$ cat config.mk
export PLATFORM = sky130hd
export DESIGN_NAME = rvh_pmp_csr_ctrl
export DESIGN_NICKNAME = d
export VERILOG_FILES = /design/src/rtl/rvh_pmp_csr_ctrl.sv
export SDC_FILE = /design/constraint.sdc
export NUM_CORES = 1
export LEC_CHECK = 0
export BUFFER_PORTS_ARGS = -buffer_cell sky130_fd_sc_hd__buf_2
export CAP_MARGIN = 30
export CORE_AREA = 2 2 161 163
export CTS_CLUSTER_SIZE = 14
export DETAILED_ROUTE_END_ITERATION = 6
export DIE_AREA = 0 0 163 165
export GPL_TIMING_DRIVEN = 0
export PLACE_DENSITY = 0.65
export SLEW_MARGIN = 20
export SYNTH_ARGS = -nofsm -noshare
export SYNTH_HDL_FRONTEND = slang
export SYNTH_SLANG_ARGS = --single-unit
$ cat constraint.sdc
create_clock -name clk -period 2.7 [get_ports clk]
set_input_delay 0.54 -clock clk [delete_from_list [all_inputs] [get_ports clk]]
set_output_delay 0.54 -clock clk [all_outputs]
set_load 0.05 [all_outputs]
$ cat src/rtl/rvh_pmp_csr_ctrl.sv
// CSR-side controller for the PMP configuration interface: reads the current
// pmpcfg/pmpaddr value, applies csrrw/csrrs/csrrc with WARL legalisation, strobes the write, returns the old value.
module rvh_pmp_csr_ctrl #(
  parameter int PMP_ENTRY_COUNT    = 64,
  parameter int PMPCFG_ENTRY_COUNT = 8,
  parameter int PADDR_WIDTH        = 56,
  parameter int PMPADDR_ID_WIDTH   = $clog2(PMP_ENTRY_COUNT),
  parameter int PMPCFG_ID_WIDTH    = $clog2(PMPCFG_ENTRY_COUNT)
) (
  input  logic                        clk,
  input  logic                        rstn,
  input  logic [1:0]                  priv_lvl_i,
  input  logic                        csr_req_vld_i,
  output logic                        csr_req_rdy_o,
  input  logic [11:0]                 csr_req_addr_i,
  input  logic [1:0]                  csr_req_op_i,
  input  logic [63:0]                 csr_req_wdata_i,
  output logic                        csr_resp_vld_o,
  input  logic                        csr_resp_rdy_i,
  output logic [63:0]                 csr_resp_rdata_o,
  output logic                        csr_resp_illegal_o,
  output logic                        cfg_set_vld_o,
  output logic [PMPCFG_ID_WIDTH-1:0]  cfg_set_addr_o,
  output logic [63:0]                 cfg_set_payload_o,
  input  logic [63:0]                 cfg_origin_payload_i,
  output logic                        addr_set_vld_o,
  output logic [PMPADDR_ID_WIDTH-1:0] addr_set_addr_o,
  output logic [63:0]                 addr_set_payload_o,
  input  logic [63:0]                 addr_origin_payload_i
);

  typedef enum logic [1:0] {IDLE, READ, WRITE, RESP} state_e;

  localparam logic [3:0]  CFG_CNT   = 4'(PMPCFG_ENTRY_COUNT);
  localparam logic [7:0]  PA_CNT    = 8'(PMP_ENTRY_COUNT);
  localparam logic [63:0] ADDR_MASK = (64'd1 << (PADDR_WIDTH - 2)) - 64'd1;

  state_e      state_q, state_d;
  logic [11:0] addr_q, addr_d;
  logic [1:0]  op_q, op_d;
  logic [63:0] wdata_q, wdata_d;
  logic [1:0]  priv_q, priv_d;
  logic [63:0] rdata_q, rdata_d;

  logic [3:0]  cfg_off;
  logic [7:0]  pa_off;
  logic        cfg_ok, pa_ok, illegal;
  logic [63:0] new_val, cfg_warl, addr_warl;

  // pmpcfg base 0x3A0 is 16-aligned, so the low nibble is the offset directly.
  assign cfg_off = addr_q[3:0];
  assign pa_off  = addr_q[7:0] - 8'hB0;
  assign cfg_ok  = (addr_q >= 12'h3A0) && (addr_q <= 12'h3AF) && !cfg_off[0]
                   && ({1'b0, cfg_off[3:1]} < CFG_CNT);
  assign pa_ok   = (addr_q >= 12'h3B0) && (addr_q <= 12'h3EF) && (pa_off < PA_CNT);
  assign illegal = (priv_q != 2'd3) || !(cfg_ok || pa_ok);

  always_comb begin
    new_val = rdata_q;
    case (op_q)
      2'd1:    new_val = wdata_q;
      2'd2:    new_val = rdata_q | wdata_q;
      2'd3:    new_val = rdata_q & ~wdata_q;
      default: new_val = rdata_q;
    endcase
  end

  // Per-byte cfg legalisation: reserved bits 6:5 cleared, R=0/W=1 collapses to W=0.
  for (genvar gi = 0; gi < 8; gi++) begin : g_cfg_warl
    logic [7:0] b;
    assign b = new_val[8*gi +: 8];
    assign cfg_warl[8*gi +: 8] = {b[7], 2'b00, b[4:2], b[1] & b[0], b[0]};
  end
  assign addr_warl = new_val & ADDR_MASK;

  always_ff @(posedge clk or negedge rstn) begin
    if (!rstn) begin
      state_q <= IDLE;
      addr_q  <= '0;
      op_q    <= '0;
      wdata_q <= '0;
      priv_q  <= '0;
      rdata_q <= '0;
    end else begin
      state_q <= state_d;
      addr_q  <= addr_d;
      op_q    <= op_d;
      wdata_q <= wdata_d;
      priv_q  <= priv_d;
      rdata_q <= rdata_d;
    end
  end

  always_comb begin
    state_d = state_q;
    addr_d  = addr_q;
    op_d    = op_q;
    wdata_d = wdata_q;
    priv_d  = priv_q;
    rdata_d = rdata_q;
    case (state_q)
      IDLE: if (csr_req_vld_i) begin
        addr_d  = csr_req_addr_i;
        op_d    = csr_req_op_i;
        wdata_d = csr_req_wdata_i;
        priv_d  = priv_lvl_i;
        state_d = READ;
      end
      READ: begin
        rdata_d = illegal ? 64'd0 : (cfg_ok ? cfg_origin_payload_i : addr_origin_payload_i);
        state_d = (!illegal && op_q != 2'd0) ? WRITE : RESP;
      end
      WRITE: state_d = RESP;
      RESP: if (csr_resp_rdy_i) state_d = IDLE;
      default: state_d = IDLE;
    endcase
  end

  always_comb begin
    csr_req_rdy_o      = (state_q == IDLE);
    csr_resp_vld_o     = (state_q == RESP);
    csr_resp_rdata_o   = (state_q == RESP) ? rdata_q : 64'd0;
    csr_resp_illegal_o = (state_q == RESP) && illegal;
    cfg_set_addr_o     = '0;
    addr_set_addr_o    = '0;
    if (state_q != IDLE) begin
      if (cfg_ok) cfg_set_addr_o = cfg_off[PMPCFG_ID_WIDTH:1];
      if (pa_ok)  addr_set_addr_o = pa_off[PMPADDR_ID_WIDTH-1:0];
    end
    cfg_set_vld_o      = (state_q == WRITE) && cfg_ok;
    addr_set_vld_o     = (state_q == WRITE) && pa_ok;
    cfg_set_payload_o  = cfg_set_vld_o  ? cfg_warl  : 64'd0;
    addr_set_payload_o = addr_set_vld_o ? addr_warl : 64'd0;
  end

endmodule
# Yosys cells after proc, flatten, opt, wreduce, memory -nomap -nowiden
# Index checks and enable logic that the tools add are counted.
dict set report classes {
  addsub 1
  n_mul 0
  div 0
  order_cmp 5
  eq_ne 9
  n_shift 0
  mux 14
  n_bitwise 11
  n_reduce_logical 18
}
# operator n
set ops {}
lappend ops {{64-bit two-way mux} 4}
lappend ops {{64-bit case mux with 3 select lines} 1}
lappend ops {{64-bit AND} 1}
lappend ops {{64-bit inverter} 1}
lappend ops {{64-bit OR} 1}
lappend ops {{54-bit two-way mux} 1}
lappend ops {{12-bit by 10-bit >= comparator with 1-bit output, second input constant} 2}
lappend ops {{12-bit by 10-bit <= comparator with 1-bit output, second input constant} 2}
lappend ops {{6-bit two-way mux} 2}
lappend ops {{1-bit AND} 8}
lappend ops {{2-bit equality test, second input constant} 4}
lappend ops {{1-bit logical AND} 8}
lappend ops {{8-bit by 7-bit less-than comparator with 1-bit output, second input constant} 1}
lappend ops {{2-bit case mux with 4 select lines} 1}
lappend ops {{8-bit subtractor, second input constant} 1}
lappend ops {{3-bit two-way mux} 2}
lappend ops {{2-bit by 1-bit equality test with 1-bit output, second input constant} 2}
lappend ops {{2-bit two-way mux} 2}
lappend ops {{2-bit inequality test, second input constant} 2}
lappend ops {{2-bit AND reduction} 2}
lappend ops {{2-bit nonzero test} 2}
lappend ops {{1-bit logical NOT} 3}
lappend ops {{2-bit logical NOT} 1}
lappend ops {{1-bit logical OR} 2}
lappend ops {{other kinds (2)} 2}
dict set report word_totals {
  reg_bits 146
  latch_bits 0
  ram_bits 0
  mem_bits_ro 0
  input_bits 212
  output_inout_bits 206
  word_cells 64
  memories 0
}

# Longest topological paths before layout
dict set report logic_depth {
  depth_word 10
  depth_mapped 9
}

# Worst setup path before layout
# OpenSTA, ideal clock, no wires.
dict set report synth_path {
  kind {flip-flop to output port}
  from {reg addr_q[4]}
  to {out cfg_set_payload_o[57]}
  arrival_ns 3.579
  required_ns 2.160
  slack_ns -1.419
  stages_incl_launch_ff 8
  n_path_buf 0
  cell_sequence {dfrtp_1 -> inv_1 -> ha_1 -> or4b_4 -> a2111oi_4 -> nand3_1 -> a2111oi_2 -> nor2b_1}
}
dict set report synth_via {
  elab_chain_len 5
  word_cells_on_any_way 6
}
# element line
set synth_lines {}
lappend synth_lines {{start: declaration} 39} ;# logic [11:0] addr_q, addr_d;
lappend synth_lines {{start signal: assignment} 86} ;# addr_q <= addr_d;
lappend synth_lines {{12-bit by 10-bit >= comparator with 1-bit output / 12-bit by 10-bit <= comparator with 1-bit output (equally long branches)} 53} ;# assign cfg_ok = (addr_q >= 12'h3A0) && (addr_q <= 12'h3AF) && !cfg_off[0]
lappend synth_lines {{1-bit logical AND (*) (2 in a row)} 53}
lappend synth_lines {{1-bit logical AND (*)} 130} ;# cfg_set_vld_o = (state_q == WRITE) && cfg_ok;
lappend synth_lines {{64-bit two-way mux (*)} 132} ;# cfg_set_payload_o = cfg_set_vld_o ? cfg_warl : 64'd0;
lappend synth_lines {{end: declaration} 24} ;# output logic [63:0] cfg_set_payload_o,
# Mark *: on every way between the ends. The rest lies on a longest branch, timed or not.

# Worst setup path in the final report
dict set report layout_path {
  from {reg addr_q[4]}
  to {out cfg_set_payload_o[19]}
}
# The elaborated chain is that of the path after synthesis.

==> impl_results.md <==
- Outcome: complete, but fails checks
- Failing checks: negative setup slack
- Setup_tns: -61.03 ns
- Cells after synthesis: 955
- Hold Crit Class: in2async
- Register area: 3580 sq um
- P per Cell Area: 787 nW/um^2
- Antenna violations before repair: 2
- Die area: 26900 sq um
- # DRC: 0
- Starting Density: 35.8%
- Register area share after synthesis: 39.9%
- CTS Buffer Depth: 2
- Final max-slew violation count: 0
- Max incr delay on CP: 0.48 ns
- Nets@finish: 1627
- Clk sinks: 143
- Kind of critical path: reg2out
- I/O pin total: 418
- Cell area after layout: 13500 sq um
- Relative slew margins: 41.9%
- Worst-Skew Late Latency: 0.42 ns
- FMAX: 0.300 GHz
- Post-synthesis cell type count: 30
- Buffers added on ports: 388
- Worst slew pin tran: 0.872 ns
- Final hold vios: 0
- Max-Cap Viols: 0
- First-pass GRT wire length: 52.1 mm
- Drt first pass iters: 5
- Netlist Area Pre-Place: 8960 sq um
- Worst path required time: 2.16 ns
- Max stage delay cell, worst path: or4b_4
- GR Overflow Total: 0
- CTS tree: done
- FF-to-FF setup slack: -0.25 ns
- Synth-to-layout area growth: 51.0%
- Die Ht: 165 microns
- Filler Cell Count: 2302
- Total Routed Length: 36.2 mm
- CP cell instances: inv_2 -> ha_1 -> or4b_4 -> a2111oi_4 -> nand3_4 -> clkinvlp_4 -> clkbuf_16 -> and2_4 -> buf_8
- Cell Area, Placed: 11800 sq um
- Post-CTS Hold Buffers: 0
- Post-synthesis register bit count: 143
- Final period utilization: 124%
- Die width: 163 microns
- Worst Path Max Fanout: 10
- Yosys warning total: 0
- Crit. End Element: primary output
- Avg Inst Size Synth: 9.39 sq um
- Vias/cell: 5.11
- Routed Antenna Nets: 0
- RSZ-0062 raised after global routing: yes
- DP Worst Slack: -1.06 ns
- Share of layout cells above drive strength 1: 47.7%
- Clock slew at reported path FFs: 0.07 ns
- Number of global-route vias before repair: 8943
- Hpwl dp: 26.7 mm
- Post-layout min period: 3.33 ns
- DRT iter0 DRCs: 516
- Placer congestion estimate: 0.843
- Final setup fails: 174
- Largest net degree at the start of global routing: 74
- Multi-input combinational cell area: 5060 sq um
- Data arrival, critical path: 2.79 ns
- Number of CTS-inserted buffers: 17
- Vias: 8964
- Wirelength per Cell: 20.6 microns
- Gr usage total: 26.1%
- Power Total: 10700 uW
- FP Rows: 58
- Leakage: 0.00701 uW
- Max VDD drop: 0.000508 V
- CTS HTree Levels: 4
- Root buf cell: clkbuf_16
- Worst Clk Skew: 0.00964 ns
- Fin worst setup slack: -0.635 ns
- Critical path launch point type: flop
- Core area: 25000 sq um
-- cells by family (layout without fill, tap and decap cells) --
group	Yosys count	after routing	synth area share (%)
compound gates	174	174	13.7
fa+ha+maj	6	6	0.837
buf+inv	172	614	8.89
flops	143	143	39.9
mux	167	167	19.7
other cells	1	29	0.0418
simple gates	292	292	16.9
-- routing by layer --
layer,vias to the layer above,GRT usage [%],part of all wire (%)
li1,4179,-,-
met1,4401,31.5,40
met2,353,47.4,52
met3,31,4.90,6.6
met4,0,7.16,1.4
met5,-,0,0
-- synth_stat cells (all sizes together) --
master | instances | area [sq um]
dfrtp | 143 | 3580
and2 | 131 | 820
nor2 | 125 | 469
mux2i | 90 | 901
mux2 | 77 | 867
inv | 72 | 270
a211oi | 69 | 518
o22ai | 65 | 407
clkbuf | 55 | 206
buf | 45 | 320
a221oi | 19 | 166
a21oi | 11 | 55.1
nor3b | 11 | 82.6
nand2 | 10 | 37.5
o21ai | 8 | 40.0
ha | 6 | 75.1
nor2b | 6 | 37.5
nand3 | 3 | 15.0
a2111oi | 2 | 42.5
and4b | 1 | 10.0
conb | 1 | 3.75
nand3b | 1 | 7.51
nor3 | 1 | 5.00
nor4 | 1 | 6.26
or3b | 1 | 8.76
or4b | 1 | 13.8
-- stage by stage --
stage          util [%]  hold slack, ns  instances
4_1_cts            53.2          0.0853       1745
3_3_place_gp       46.8           0.489       1698
6_report           54.1          0.0456       1755
2_1_floorplan         -           0.244        980
5_1_grt            54.1          0.0933       1754
3_5_place_dp       47.0           0.495       1699
-- path summary, 6_finish.rpt --
check | from | end | cells past startpoint
setup reg to reg | addr_q[4]$_DFFE_PN0P_ | rdata_q[33]$_DFFE_PN0P_ | 10
max in group asynchronous | rstn | wdata_q[38]$_DFFE_PN0P_ | 2
hold / removal | rstn | addr_q[3]$_DFFE_PN0P_ | 1
setup / recovery | addr_q[4]$_DFFE_PN0P_ | cfg_set_payload_o[19] | 9
min in group clk | csr_req_addr_i[4] | addr_q[4]$_DFFE_PN0P_ | 2
hold reg to reg | addr_q[7]$_DFFE_PN0P_ | addr_q[7]$_DFFE_PN0P_ | 1
-- cell usage in the layout, fill, tap and decap left out, types with 9 or more instances in the layout --
master and n:
buf_2 282, dfrtp_1 143, nor2_1 111, and2_1 103, mux2i_1 90, buf_4 85
mux2_2 77, inv_1 69, a211oi_1 66, o22ai_1 65, buf_6 41, buf_8 38
and2_4 28, clkbuf_2 26, conb_1 26, clkbuf_16 23, a221oi_1 19, clkbuf_1 13
nor2_4 12, nor3b_4 10, nand2_1 9
-- layout make-up --
cell class	count	share of cell area, %
Sequential cell	143	26.4
Buffer	97	5.39
Multi-Input combinational cell	665	37.4
Clock inverter	13	0.961
Tap cell	330	3.05
Inverter	72	2.05
Timing Repair Buffer	413	21.3
Clock buffer	19	3.35
Antenna cell	3	0.0555
-- sequential cells by signal (all words and copies together) (netlist names) --
| signal | count |
|---|---|
| op_q | 2 |
| rdata_q | 64 |
| addr_q | 12 |
| state_q | 2 |
| priv_q | 2 |
| wdata_q | 61 |
-- critical path, delay by kind of cell, from the launching register on --
family          cells  cell delay (ns)
compound gates      1             0.41
fa+ha+maj           1             0.12
buf+inv             4             0.61
simple gates        3             0.82
flops               1             0.40
-- where the power goes --
group          internal, uW  switching, uW
registers              2780            606
clock network          1340           1020
logic                  1920           3000
-- repair_timing --
item	4_1_cts	5_1_grt
setup buffers	15	5
cloned	2	2
pin swaps	6	4
endpoints found under the setup margin	248	254
gates resized for setup	271	57
hold endpoints to repair	0	0
(Power assumes the default switching activity.)
